[config.mk]
export PLATFORM = sky130hd
export DESIGN_NAME = cpu_out_uart_flat
export DESIGN_NICKNAME = d
export VERILOG_FILES = /design/src/rtl/cpu_out_uart_if.sv /design/src/rtl/cpu_out_uart.sv /design/src/flat_wrapper.sv
export SDC_FILE = /design/constraint.sdc
export NUM_CORES = 1
export LEC_CHECK = 0
export CAP_MARGIN = 15
export CORE_UTILIZATION = 30
export CTS_BUF_LIST = sky130_fd_sc_hd__clkbuf_4
export DETAILED_ROUTE_END_ITERATION = 16
export HOLD_SLACK_MARGIN = 0.05
export PLACE_DENSITY = 0.49
export SYNTH_ARGS = -nofsm -noshare
export SYNTH_HDL_FRONTEND = slang
export SYNTH_SLANG_ARGS = --single-unit
[constraint.sdc]
create_clock -name Clk -period 8.36 [get_ports Clk]
set_input_delay 2.09 -clock Clk [delete_from_list [all_inputs] [get_ports Clk]]
set_output_delay 2.09 -clock Clk [all_outputs]
set_load 0.005 [all_outputs]
[src/rtl/cpu_out_uart_if.sv]
// cpu_out_uart_if: write-back capture inputs (CPU_out, Sample) and UART status outputs (Tx, Busy, Overflow, Count)
interface cpu_out_uart_if #(
  parameter int FIFO_DEPTH = 8
);
  logic [31:0]                 CPU_out;
  logic                        Sample;
  logic                        Tx;
  logic                        Busy;
  logic                        Overflow;
  logic [$clog2(FIFO_DEPTH):0] Count;
  modport master (output CPU_out, Sample, input Tx, Busy, Overflow, Count);
  modport slave (input CPU_out, Sample, output Tx, Busy, Overflow, Count);
endinterface

[src/rtl/cpu_out_uart.sv]
// cpu_out_uart: queue strobed CPU write-back words, send each as 8 hex chars + CR LF over 8N1 UART (ports Clk, Reset, bus: CPU_out/Sample in, Tx/Busy/Overflow/Count out)
module cpu_out_uart #(
  parameter int CLK_DIV     = 868,
  parameter int FIFO_DEPTH  = 8,
  parameter int CHANGE_ONLY = 1
)(
  input logic            Clk,
  input logic            Reset,
  cpu_out_uart_if.slave  bus
);
  localparam int AW = $clog2(FIFO_DEPTH);
  localparam int TW = $clog2(CLK_DIV);
  typedef enum logic [1:0] {IDLE, START, DATA, STOP} state_t;
  state_t        state;
  logic [31:0]   mem [FIFO_DEPTH];
  logic [AW-1:0] wr_ptr, rd_ptr;
  logic [AW:0]   count;
  logic [31:0]   last, word, sh;
  logic          have_last, overflow, tx, busy;
  logic          tick, last_char, pop, push_req, push_ok;
  logic [TW-1:0] tmr;
  logic [2:0]    bit_idx;
  logic [3:0]    char_idx, nib;
  logic [7:0]    ch;
  always_comb begin
    tick      = tmr == TW'(CLK_DIV - 1);
    last_char = char_idx == 4'd9;
    // pop from idle, or straight into the next word when the final stop bit ends
    pop       = count != '0 && (state == IDLE || (state == STOP && tick && last_char));
    push_req  = bus.Sample && (CHANGE_ONLY == 0 || !have_last || bus.CPU_out != last);
    push_ok   = push_req && (count != (AW+1)'(FIFO_DEPTH) || pop);
    sh        = word << {char_idx[2:0], 2'b00};
    nib       = sh[31:28];
    ch        = char_idx == 4'd8 ? 8'h0D :
                last_char        ? 8'h0A :
                nib < 4'd10      ? 8'h30 + {4'h0, nib} : 8'h37 + {4'h0, nib};
  end
  always_ff @(posedge Clk)
    if (push_ok) mem[wr_ptr] <= bus.CPU_out;
  always_ff @(posedge Clk) begin
    if (Reset) begin
      wr_ptr    <= '0;
      rd_ptr    <= '0;
      count     <= '0;
      overflow  <= 1'b0;
      have_last <= 1'b0;
      last      <= '0;
    end else begin
      if (push_req) begin
        last      <= bus.CPU_out;
        have_last <= 1'b1;
      end
      if (push_ok) wr_ptr <= wr_ptr + 1'b1;
      if (push_req && !push_ok) overflow <= 1'b1;
      if (pop) rd_ptr <= rd_ptr + 1'b1;
      count <= count + (AW+1)'(push_ok) - (AW+1)'(pop);
    end
  end
  // Tx is registered from the current state, so the line lags the FSM by one cycle
  always_ff @(posedge Clk) begin
    if (Reset) begin
      state    <= IDLE;
      tx       <= 1'b1;
      busy     <= 1'b0;
      tmr      <= '0;
      bit_idx  <= '0;
      char_idx <= '0;
      word     <= '0;
    end else begin
      tx  <= state == START ? 1'b0 : state == DATA ? ch[bit_idx] : 1'b1;
      tmr <= (state == IDLE || tick) ? '0 : tmr + 1'b1;
      case (state)
        IDLE:
          if (pop) begin
            word     <= mem[rd_ptr];
            char_idx <= '0;
            busy     <= 1'b1;
            state    <= START;
          end
        START:
          if (tick) begin
            bit_idx <= '0;
            state   <= DATA;
          end
        DATA:
          if (tick) begin
            bit_idx <= bit_idx + 1'b1;
            if (bit_idx == 3'd7) state <= STOP;
          end
        default:
          if (tick) begin
            if (!last_char) begin
              char_idx <= char_idx + 1'b1;
              state    <= START;
            end else if (pop) begin
              word     <= mem[rd_ptr];
              char_idx <= '0;
              state    <= START;
            end else begin
              busy  <= 1'b0;
              state <= IDLE;
            end
          end
      endcase
    end
  end
  assign bus.Tx       = tx;
  assign bus.Busy     = busy;
  assign bus.Overflow = overflow;
  assign bus.Count    = count;
endmodule
[src/flat_wrapper.sv]
// flat-port wrapper written by rule: the top's interface ports become plain ports
module cpu_out_uart_flat 
#(
  parameter int CLK_DIV     = 868,
  parameter int FIFO_DEPTH  = 8,
  parameter int CHANGE_ONLY = 1
)
  (Clk, Reset, bus_CPU_out, bus_Sample, bus_Tx, bus_Busy, bus_Overflow, bus_Count);
  cpu_out_uart_if #(.FIFO_DEPTH(FIFO_DEPTH)) bus_i ();
  input logic Clk;
  input logic Reset;
  input wire logic [$bits(bus_i.CPU_out)-1:0] bus_CPU_out;
  input wire logic [$bits(bus_i.Sample)-1:0] bus_Sample;
  output wire logic [$bits(bus_i.Tx)-1:0] bus_Tx;
  output wire logic [$bits(bus_i.Busy)-1:0] bus_Busy;
  output wire logic [$bits(bus_i.Overflow)-1:0] bus_Overflow;
  output wire logic [$bits(bus_i.Count)-1:0] bus_Count;
  assign bus_i.CPU_out = bus_CPU_out;
  assign bus_i.Sample = bus_Sample;
  assign bus_Tx = bus_i.Tx;
  assign bus_Busy = bus_i.Busy;
  assign bus_Overflow = bus_i.Overflow;
  assign bus_Count = bus_i.Count;
  cpu_out_uart #(.CLK_DIV(CLK_DIV), .FIFO_DEPTH(FIFO_DEPTH), .CHANGE_ONLY(CHANGE_ONLY)) u_core (.Clk(Clk), .Reset(Reset), .bus(bus_i));
endmodule
==> results of run 1 <==
==> worst max-delay path by stage <==
stage,start,endpoint
after floorplan,bus_CPU_out[1],u_core.mem[2][0]$_DFFE_PP_
after global placement,bus_CPU_out[29],u_core.bus.Count[2]$_SDFF_PP0_
after detailed placement,bus_CPU_out[29],u_core.bus.Count[2]$_SDFF_PP0_
after CTS,bus_CPU_out[0],u_core.mem[7][0]$_DFFE_PP_
after global routing,bus_CPU_out[29],u_core.bus.Count[3]$_SDFF_PP0_
final,bus_CPU_out[29],u_core.bus.Count[2]$_SDFF_PP0_
==> worst min-delay path, stage by stage (launching register included) <==
cell	delay, ps
dfxtp_1	310
nand2_1	50
a21oi_1	60
==> power by group <==
group	switching (mW)	total, mW	internal, mW
combinational	0.690	1.26	0.566
sequential	0.148	2.21	2.06
clock	0.722	1.59	0.865
total	1.56	5.05	3.49
==> synthesized netlist by cell type, types with 3 or more instances <==
cell,n
nand3_1,13
buf_2,14
xnor2_1,10
clkbuf_1,20
inv_1,19
a21oi_1,12
nor2_1,97
o21ai_1,3
ha_1,19
mux2i_1,73
dfxtp_1,100
mux4_2,69
edfxtp_1,256
a211oi_1,33
buf_1,7
nor2b_1,5
nor4_1,11
buf_6,4
nand2_1,21
or3_1,3
xor2_1,35
nand4_1,6
o21ai_0,6
nor3_1,5
==> registers in the layout, indices dropped and copies added, names as in the netlist, named ones only <==
name	cells
u_core.char_idx	4
u_core.bus.Overflow	1
u_core.bit_idx	3
u_core.word	32
u_core.bus.Busy	1
u_core.last	32
u_core.bus.Tx	1
u_core.wr_ptr	3
u_core.have_last	1
u_core.tmr	10
u_core.bus.Count	4
u_core.state	2
u_core.mem	256
u_core.rd_ptr	3
==> logic make-up (layout without fill, tap and decap cells) <==
logic type | Yosys count | in the layout
AO/OA/AOI/OAI | 70 | 70
XOR/XNOR | 45 | 45
adder cells (fa/ha/maj) | 20 | 20
flip-flops | 356 | 356
multiplexers | 148 | 148
AND/OR/NAND/NOR | 179 | 179
other | 0 | 2
buffers and inverters | 67 | 263
==> metal layers <==
layer,vias to the layer above,GRT usage (%),part of all wire (%)
met5,-,0,0.027
met4,2,5.08,2.0
met3,57,3.73,3.9
met2,146,22.5,48
met1,4040,18.4,46
li1,3706,-,-
==> area by class of cell <==
| type | count | area [um^2] |
|---|---|---|
| inverters | 20 | 75.1 |
| flip-flops and latches | 356 | 9700 |
| multi-input cells | 462 | 4430 |
| diodes | 2 | 5.00 |
| clock inverters | 21 | 100 |
| well taps | 607 | 759 |
| repair buffers | 62 | 566 |
| clock buffers | 160 | 1200 |
| fillers | 4495 | 30100 |
==> impl_metrics.yaml, run 1 <==
clock_network:
  clk_pin_slew_ps: 60
  clk_path_buf_depth: 3
  htree_levels: 3
  cts_resized: 0
  cts-root-buf: "clkbuf_4"
  cts_tree: "done"
  cts-buffers-inserted: 96
  cts.sinks: 356
  hold_buffers: 0
  post_cts_buffers: 0
  clkLatencyLatePin_ps: 790
floorplan:
  io_pins: 42
  dieArea_mm2: 0.0488
  die_width_um: 221
  coreArea_mm2: 0.0470
  num_rows: 79
  die_y_um: 221
  start_util_pct: 30.6
final_layout:
  final_common_cell: "edfxtp_1"
  design.final.nets: 1053
  area_growth_syn_to_layout_pct: 17.0
  final_util_pct: 35.8
  fin_cells: 1690
  drive_gt1_share_pct: 26.1
  stdcell_area_mm2: 0.0168
  mostFrequentLayoutCells: "edfxtp_1 (256), clkbuf_4 (160), dfxtp_1 (97), nor2_1 (96), mux2i_1 (73)"
detailed_routing:
  drt_iter0_markers: 357
  drt-total-wl_um: 33500
  vias: 7951
  dr.pass1.iters: 4
  ant_nets: 0
  drc: 0
  wl_per_cell_um: 19.8
  avgViaCountPerCell: 4.70
setup_path:
  rrSetupSlack_ps: 4810
  cp_slowest_cell: "o31a_2"
  critPathRequiredTime_ps: 8980
  crit_buf_inv: 2
  rr_endpoint: "u_core.mem[7][0]$_DFFE_PP_"
  rr_startpoint: "u_core.char_idx[0]$_SDFFE_PP0P_"
  worst_ep_arrival_time_ps: 5800
  r2r.worst_path.cells: 8
  critical_path.top_delay_family: "simple AND/OR/NAND/NOR gates"
  path_cells: "clkdlybuf4s50_1, xor2_1, nor4_1, nand4_1, o31a_2, nand2_1, inv_1, ha_1, fa_1, xnor2_1, nor2_1"
  cp.depth: 11
  worstSetupPathType: "in2reg"
  max_stage_delay_ps: 740
  end_kind: "flop"
  worst_setup_path_start_kind: "input pin"
  path_max_fanout: 28
global_routing:
  grt_pass1_wl_um: 51200
  track_usage_pct: 14.1
  grt.overflow.total: 0
  grt_max_degree: 84
  antenna_found_initial: 3
  grt_pass1_vias: 8323
synth:
  synth.area.mux_share_pct: 16.7
  avgSynthCellArea_um2: 16.3
  postSynth.asyncResetShare_pct: 0
  yosys.area_share.simple_pct: 5.77
  ys_seq_elements: 356
  synthXorXnorAreaFrac_pct: 2.74
  yosysSeqAreaShare_pct: 67.4
  yosysTopAreaCell: "edfxtp_1"
  synth_top_area_share_pct: 53.4
  synth_area_leaders: "edfxtp_1 (53%), dfxtp_1 (14%), mux4_2 (11%), mux2i_1 (5.1%), nor2_1 (2.5%)"
  synth-edff-count: 256
  synth_warnings: 0
  synth_fa_ha_area_share_pct: 1.79
  ys.flop_type: "edfxtp_1"
  synth_nets: 940
  synthCells: 885
  syn_area_mm2: 0.0144
  yosysUniqueCellTypes: 60
  synth-compound-area-share_pct: 3.45
  synth_top_family_by_area: "multiplexers"
placed_design:
  place_ws_ps: 2340
  place_area_mm2: 0.0155
  gp_congestion: 0.744
  placedCellCount: 1507
  dp_hpwl_um: 19600
  port_buffers: 41
power_and_ir_drop:
  leakagePower_nw: 5.69
  ir_drop_v: 0.000158
  p_per_area_mw_per_mm2: 300
  finalPower_mw: 5.05
timing:
  max_freq_ghz: 0.193
  finalCriticalPeriod_ps: 5180
  worst_slew_pin_slew_ps: 1060
  drv_slew: 0
  setup_tns_ps: 0
  hold_ws_ps: 477
  setup_violations: 0
  fin_ws_ps: 3180
  slew_headroom_pct: 29.5
  rsz0062_at_grt: "no"
  hold_viol_final: 0
  finalCritPeriodShare_pct: 61.9
  finClkSkew_ps: 70.5
min_path:
  min_path_type: "reg2reg"
  min_from: "u_core.rd_ptr[1]$_SDFFE_PP0P_"
  min_path_cells: 2
run:
  max_cap_violations: 0
status:
  status: "finished, final reports clean"
Power figures use the tool's default switching activity.
==> inputs of run 2 (changes only) <==
==> constraint.sdc (replaced) <==
create_clock -name Clk -period 5.2 [get_ports Clk]
set_input_delay 1.3 -clock Clk [delete_from_list [all_inputs] [get_ports Clk]]
set_output_delay 1.3 -clock Clk [all_outputs]
set_load 0.005 [all_outputs]
==> impl_metrics.yaml, run 2 (synthesis gave the netlist of run 1 again) <==
clock_network:
  cts.sinks: 356
  cts-buffers-inserted: 94
  clk_path_buf_depth: 3
  post_cts_buffers: 0
  hold_buffers: 0
  cts_resized: 0
  htree_levels: 3
  clkLatencyLatePin_ps: 790
  clk_pin_slew_ps: 60
  cts-root-buf: "clkbuf_4"
  cts_tree: "done"
timing:
  fin_ws_ps: 1380
  max_freq_ghz: 0.261
  setup_violations: 0
  hold_viol_final: 0
  finalCriticalPeriod_ps: 3820
  finClkSkew_ps: 68.9
  drv_slew: 0
  worst_slew_pin_slew_ps: 896
  finalCritPeriodShare_pct: 73.5
  setup_tns_ps: 0
  rsz0062_at_grt: "no"
  slew_headroom_pct: 40.1
  hold_ws_ps: 485
setup_path:
  path_cells: "clkdlybuf4s50_1, xor2_1, nor4_1, nand4_1, o31a_2, nand2_1, inv_1, ha_1, fa_1, xnor2_1, nor2_1"
  worst_ep_arrival_time_ps: 4460
  cp_slowest_cell: "clkdlybuf4s50_1"
  max_stage_delay_ps: 670
  critPathRequiredTime_ps: 5840
  end_kind: "flop"
  crit_buf_inv: 2
  critical_path.top_delay_family: "simple AND/OR/NAND/NOR gates"
  worstSetupPathType: "in2reg"
  worst_setup_path_start_kind: "input pin"
  path_max_fanout: 10
status:
  status: "finished, final reports clean"
placed_design:
  port_buffers: 41
  place_area_mm2: 0.0157
  place_ws_ps: 603
  gp_congestion: 0.729
  dp_hpwl_um: 20400
final_layout:
  largest_register: "u_core.mem"
  design.final.nets: 1065
  largest_register_ffs: 256
  area_growth_syn_to_layout_pct: 17.4
  mostFrequentLayoutCells: "edfxtp_1 (256), clkbuf_4 (151), dfxtp_1 (97), nor2_1 (96), mux2i_1 (73)"
  nFillCells: 4458
  reg.largest.list: "u_core.mem: 256 flops, u_core.last: 32 flops, u_core.word: 32 flops"
  drive_gt1_share_pct: 26.5
  final_common_cell: "edfxtp_1"
  stdcell_area_mm2: 0.0169
floorplan:
  die_y_um: 221
  num_rows: 79
  start_util_pct: 30.6
  die_width_um: 221
  coreArea_mm2: 0.0470
  io_pins: 42
  dieArea_mm2: 0.0488
global_routing:
  track_usage_pct: 14.1
  grt_max_degree: 70
  grt.overflow.total: 0
  antenna_found_initial: 2
  grt_pass1_vias: 8317
  grt_pass1_wl_um: 51400
power_and_ir_drop:
  leakagePower_nw: 5.72
  finalPower_mw: 8.03
  ir_drop_v: 0.000233
  p_per_area_mw_per_mm2: 476
run:
  max_cap_violations: 0
detailed_routing:
  drt_iter0_markers: 454
  avgViaCountPerCell: 4.74
  dr.pass1.iters: 5
  vias: 8027
  drc: 0
  wl_per_cell_um: 19.9
  drt-total-wl_um: 33800
  ant_nets: 0
min_path:
  min_path_type: "reg2reg"
run 2: cell count changes in the layout (fill, tap and decap cells not counted), sizes merged:
cell    delta
clkbuf     -9
clkinv     -3
buf       +14
diode      +2
run 2: final timing paths:
kind	cells past startpoint	slack, ps	start	to
max	11	1380	bus_CPU_out[29]	u_core.bus.Count[2]$_SDFF_PP0_
min	2	480	u_core.bus.Busy$_SDFFE_PP0P_	u_core.bus.Busy$_SDFFE_PP0P_
max reg2reg	8	1670	u_core.char_idx[0]$_SDFFE_PP0P_	u_core.mem[7][29]$_DFFE_PP_
min reg2reg	2	480	u_core.bus.Busy$_SDFFE_PP0P_	u_core.bus.Busy$_SDFFE_PP0P_
run 2: final cells by class:
class | instances | area (um^2) | area share [%]
Tap cell | 607 | 759 | 4.50
Timing Repair Buffer | 76 | 671 | 3.97
Inverter | 20 | 75.1 | 0.445
Clock inverter | 18 | 88.8 | 0.526
Clock buffer | 151 | 1130 | 6.71
Antenna cell | 4 | 10.0 | 0.0593
Multi-Input combinational cell | 462 | 4450 | 26.4
Sequential cell | 356 | 9700 | 57.4
run 2: worst min-delay path: cells and delay by family (launching register included):
family | cells | cell delay, ps
compound gates | 2 | 130
flops | 1 | 310
run 2: power breakdown:
group,total (mW),switching [mW],internal [mW],leakage (nW)
sequential,3.50,0.183,3.31,3.15
combinational,2.08,1.16,0.926,1.83
clock,2.45,1.14,1.31,0.737
run 2: metal layers:
metal | global-route usage, % | vias up | wire length (um) | part of all wire [%]
li1 | - | 3725 | - | -
met1 | 17.9 | 4091 | 15100 | 45
met2 | 23.5 | 155 | 16800 | 50
met3 | 3.64 | 56 | 1320 | 3.9
met4 | 4.56 | 0 | 565 | 1.7
met5 | 0 | - | 0 | 0
run 2: through the flow:
step / util (%) / std cells
after floorplan: - / 885
after global placement: 33.3 / 1521
after detailed placement: 33.3 / 1521
after CTS: 35.9 / 1690
after global routing: 36.0 / 1694
final: 36.0 / 1694
==> inputs of run 3 (changes only) <==
--- a/config.mk
+++ b/config.mk
@@ -10,7 +10,7 @@
 export CTS_BUF_LIST = sky130_fd_sc_hd__clkbuf_4
 export DETAILED_ROUTE_END_ITERATION = 16
 export HOLD_SLACK_MARGIN = 0.05
-export PLACE_DENSITY = 0.49
+export PLACE_DENSITY = 0.5
 export SYNTH_ARGS = -nofsm -noshare
 export SYNTH_HDL_FRONTEND = slang
 export SYNTH_SLANG_ARGS = --single-unit
==> constraint.sdc (replaced) <==
create_clock -name Clk -period 3.5 [get_ports Clk]
set_input_delay 0.875 -clock Clk [delete_from_list [all_inputs] [get_ports Clk]]
set_output_delay 0.875 -clock Clk [all_outputs]
set_load 0.005 [all_outputs]
==> impl_metrics.yaml, run 3 (synthesis gave the netlist of run 1 again) <==
status:
  status: "finished, final reports clean"
timing:
  worst_slew_pin_slew_ps: 740
  hold_ws_ps: 466
  max_freq_ghz: 0.330
  finalCritPeriodShare_pct: 86.7
  hold_viol_final: 0
  finalCriticalPeriod_ps: 3030
  fin_ws_ps: 467
  drv_slew: 0
  slew_headroom_pct: 50.7
  setup_violations: 0
  rsz0062_at_grt: "no"
  finClkSkew_ps: 65.5
global_routing:
  grt_max_degree: 67
  grt_pass1_wl_um: 52900
  grt_pass1_vias: 8518
  track_usage_pct: 14.6
  grt.overflow.total: 0
  antenna_found_initial: 2
final_layout:
  multiInputGateArea_mm2: 0.00448
  largest_register: "u_core.mem"
  seq_area_mm2: 0.00970
  stdcell_area_mm2: 0.0174
  design.final.nets: 1105
  final_common_cell: "edfxtp_1"
  reg.largest.list: "u_core.mem: 256 flops, u_core.last: 32 flops, u_core.word: 32 flops"
  fin_cells: 1740
  nFillCells: 4413
  drive_gt1_share_pct: 28.4
  mostFrequentLayoutCells: "edfxtp_1 (256), clkbuf_4 (145), dfxtp_1 (97), nor2_1 (96), mux2i_1 (73)"
  largest_register_ffs: 256
  area_growth_syn_to_layout_pct: 21.3
setup_path:
  critPathLaunch: "bus_CPU_out[29]"
  r2r.worst_path.cells: 12
  rr_startpoint: "u_core.char_idx[1]$_SDFFE_PP0P_"
  critPathRequiredTime_ps: 4120
  rrSetupSlack_ps: 520
  end_kind: "flop"
  path_max_fanout: 3
  worst_setup_path_start_kind: "input pin"
  rr_endpoint: "u_core.bus.Count[1]$_SDFF_PP0_"
  worst_ep_arrival_time_ps: 3660
  worstSetupPathType: "in2reg"
power_and_ir_drop:
  ir_drop_v: 0.000345
  finalPower_mw: 12.2
  p_per_area_mw_per_mm2: 701
  leakagePower_nw: 5.97
floorplan:
  start_util_pct: 30.6
  dieArea_mm2: 0.0488
  die_width_um: 221
  die_y_um: 221
  io_pins: 42
  coreArea_mm2: 0.0470
  num_rows: 79
run:
  max_cap_violations: 0
detailed_routing:
  wl_per_cell_um: 19.9
  drt_iter0_markers: 544
  vias: 8124
  avgViaCountPerCell: 4.67
  drc: 0
  ant_nets: 0
  dr.pass1.iters: 4
  drt-total-wl_um: 34700
placed_design:
  place_area_mm2: 0.0161
  gp_congestion: 0.747
  port_buffers: 41
  dp_hpwl_um: 21400
  place_ws_ps: -301
  placedCellCount: 1558
clock_network:
  clk_pin_slew_ps: 50
  cts.sinks: 356
  clk_path_buf_depth: 3
  cts-buffers-inserted: 97
  cts_tree: "done"
  cts_resized: 0
  post_cts_buffers: 0
  htree_levels: 3
  hold_buffers: 0
  clkLatencyLatePin_ps: 810
  cts-root-buf: "clkbuf_4"
min_path:
  min_path_cells: 1
  min_to: "u_core.tmr[0]$_SDFF_PP0_"
  min_from: "u_core.tmr[0]$_SDFF_PP0_"
  min_path_type: "reg2reg"
run 3: cell types whose count changed in the layout (fill, tap and decap cells not counted), moves of 2 or more:
cell	delta
nor3_4	+2
clkinv_1	+13
buf_4	+22
nor3b_4	+2
nor3_2	-2
nor3b_2	-2
clkbuf_4	-6
buf_12	+15
bufinv_16	+2
run 3: report_power, final:
| part | leakage [nW] | switching, mW | total, mW | internal, mW |
|---|---|---|---|---|
| clock network | 0.768 | 1.76 | 3.81 | 2.06 |
| logic | 2.06 | 1.74 | 3.22 | 1.48 |
| registers | 3.15 | 0.270 | 5.19 | 4.92 |
run 3: through the flow:
stage               setup TNS (ps)  util (%)
global placement            -26120      34.4
floorplan                   -44550         -
detailed placement          -28330      34.4
CTS                              0      37.1
global route                     0      37.2
finish                           0      37.2
run 3: how the worst max path moves through the flow:
stage / endpoint / slack, ps
finish: u_core.bus.Count[2]$_SDFF_PP0_ / 470
global route: u_core.bus.Count[3]$_SDFF_PP0_ / 220
global placement: u_core.bus.Count[2]$_SDFF_PP0_ / -320
floorplan: u_core.mem[2][0]$_DFFE_PP_ / -500
detailed placement: u_core.bus.Count[2]$_SDFF_PP0_ / -300
CTS: u_core.bus.Count[1]$_SDFF_PP0_ / 490
run 3: area by class of cell:
| type | count | area share (%) |
|---|---|---|
| repair buffers | 113 | 6.51 |
| inverters | 20 | 0.430 |
| diodes | 3 | 0.0430 |
| clock inverters | 34 | 1.18 |
| clock buffers | 145 | 6.24 |
| multi-input cells | 462 | 25.7 |
| well taps | 607 | 4.35 |
| flip-flops and latches | 356 | 55.6 |
run 3: per-layer routing:
metal	up-vias	routed length (um)	GRT usage, %
li1	3814	-	-
met1	4111	15700	18.8
met2	158	17200	24.0
met3	41	1390	3.59
met4	0	452	5.01
met5	-	0	0
run 3: critical path, stage by stage:
cell             delay, ps
clkdlybuf4s50_1        460
xor2_1                 200
nor4_1                 440
buf_4                  190
nand4_1                110
o31a_2                 410
nand2_1                100
inv_1                   70
ha_1                   200
fa_1                   380
xnor2_1                160
nor2_1                  50
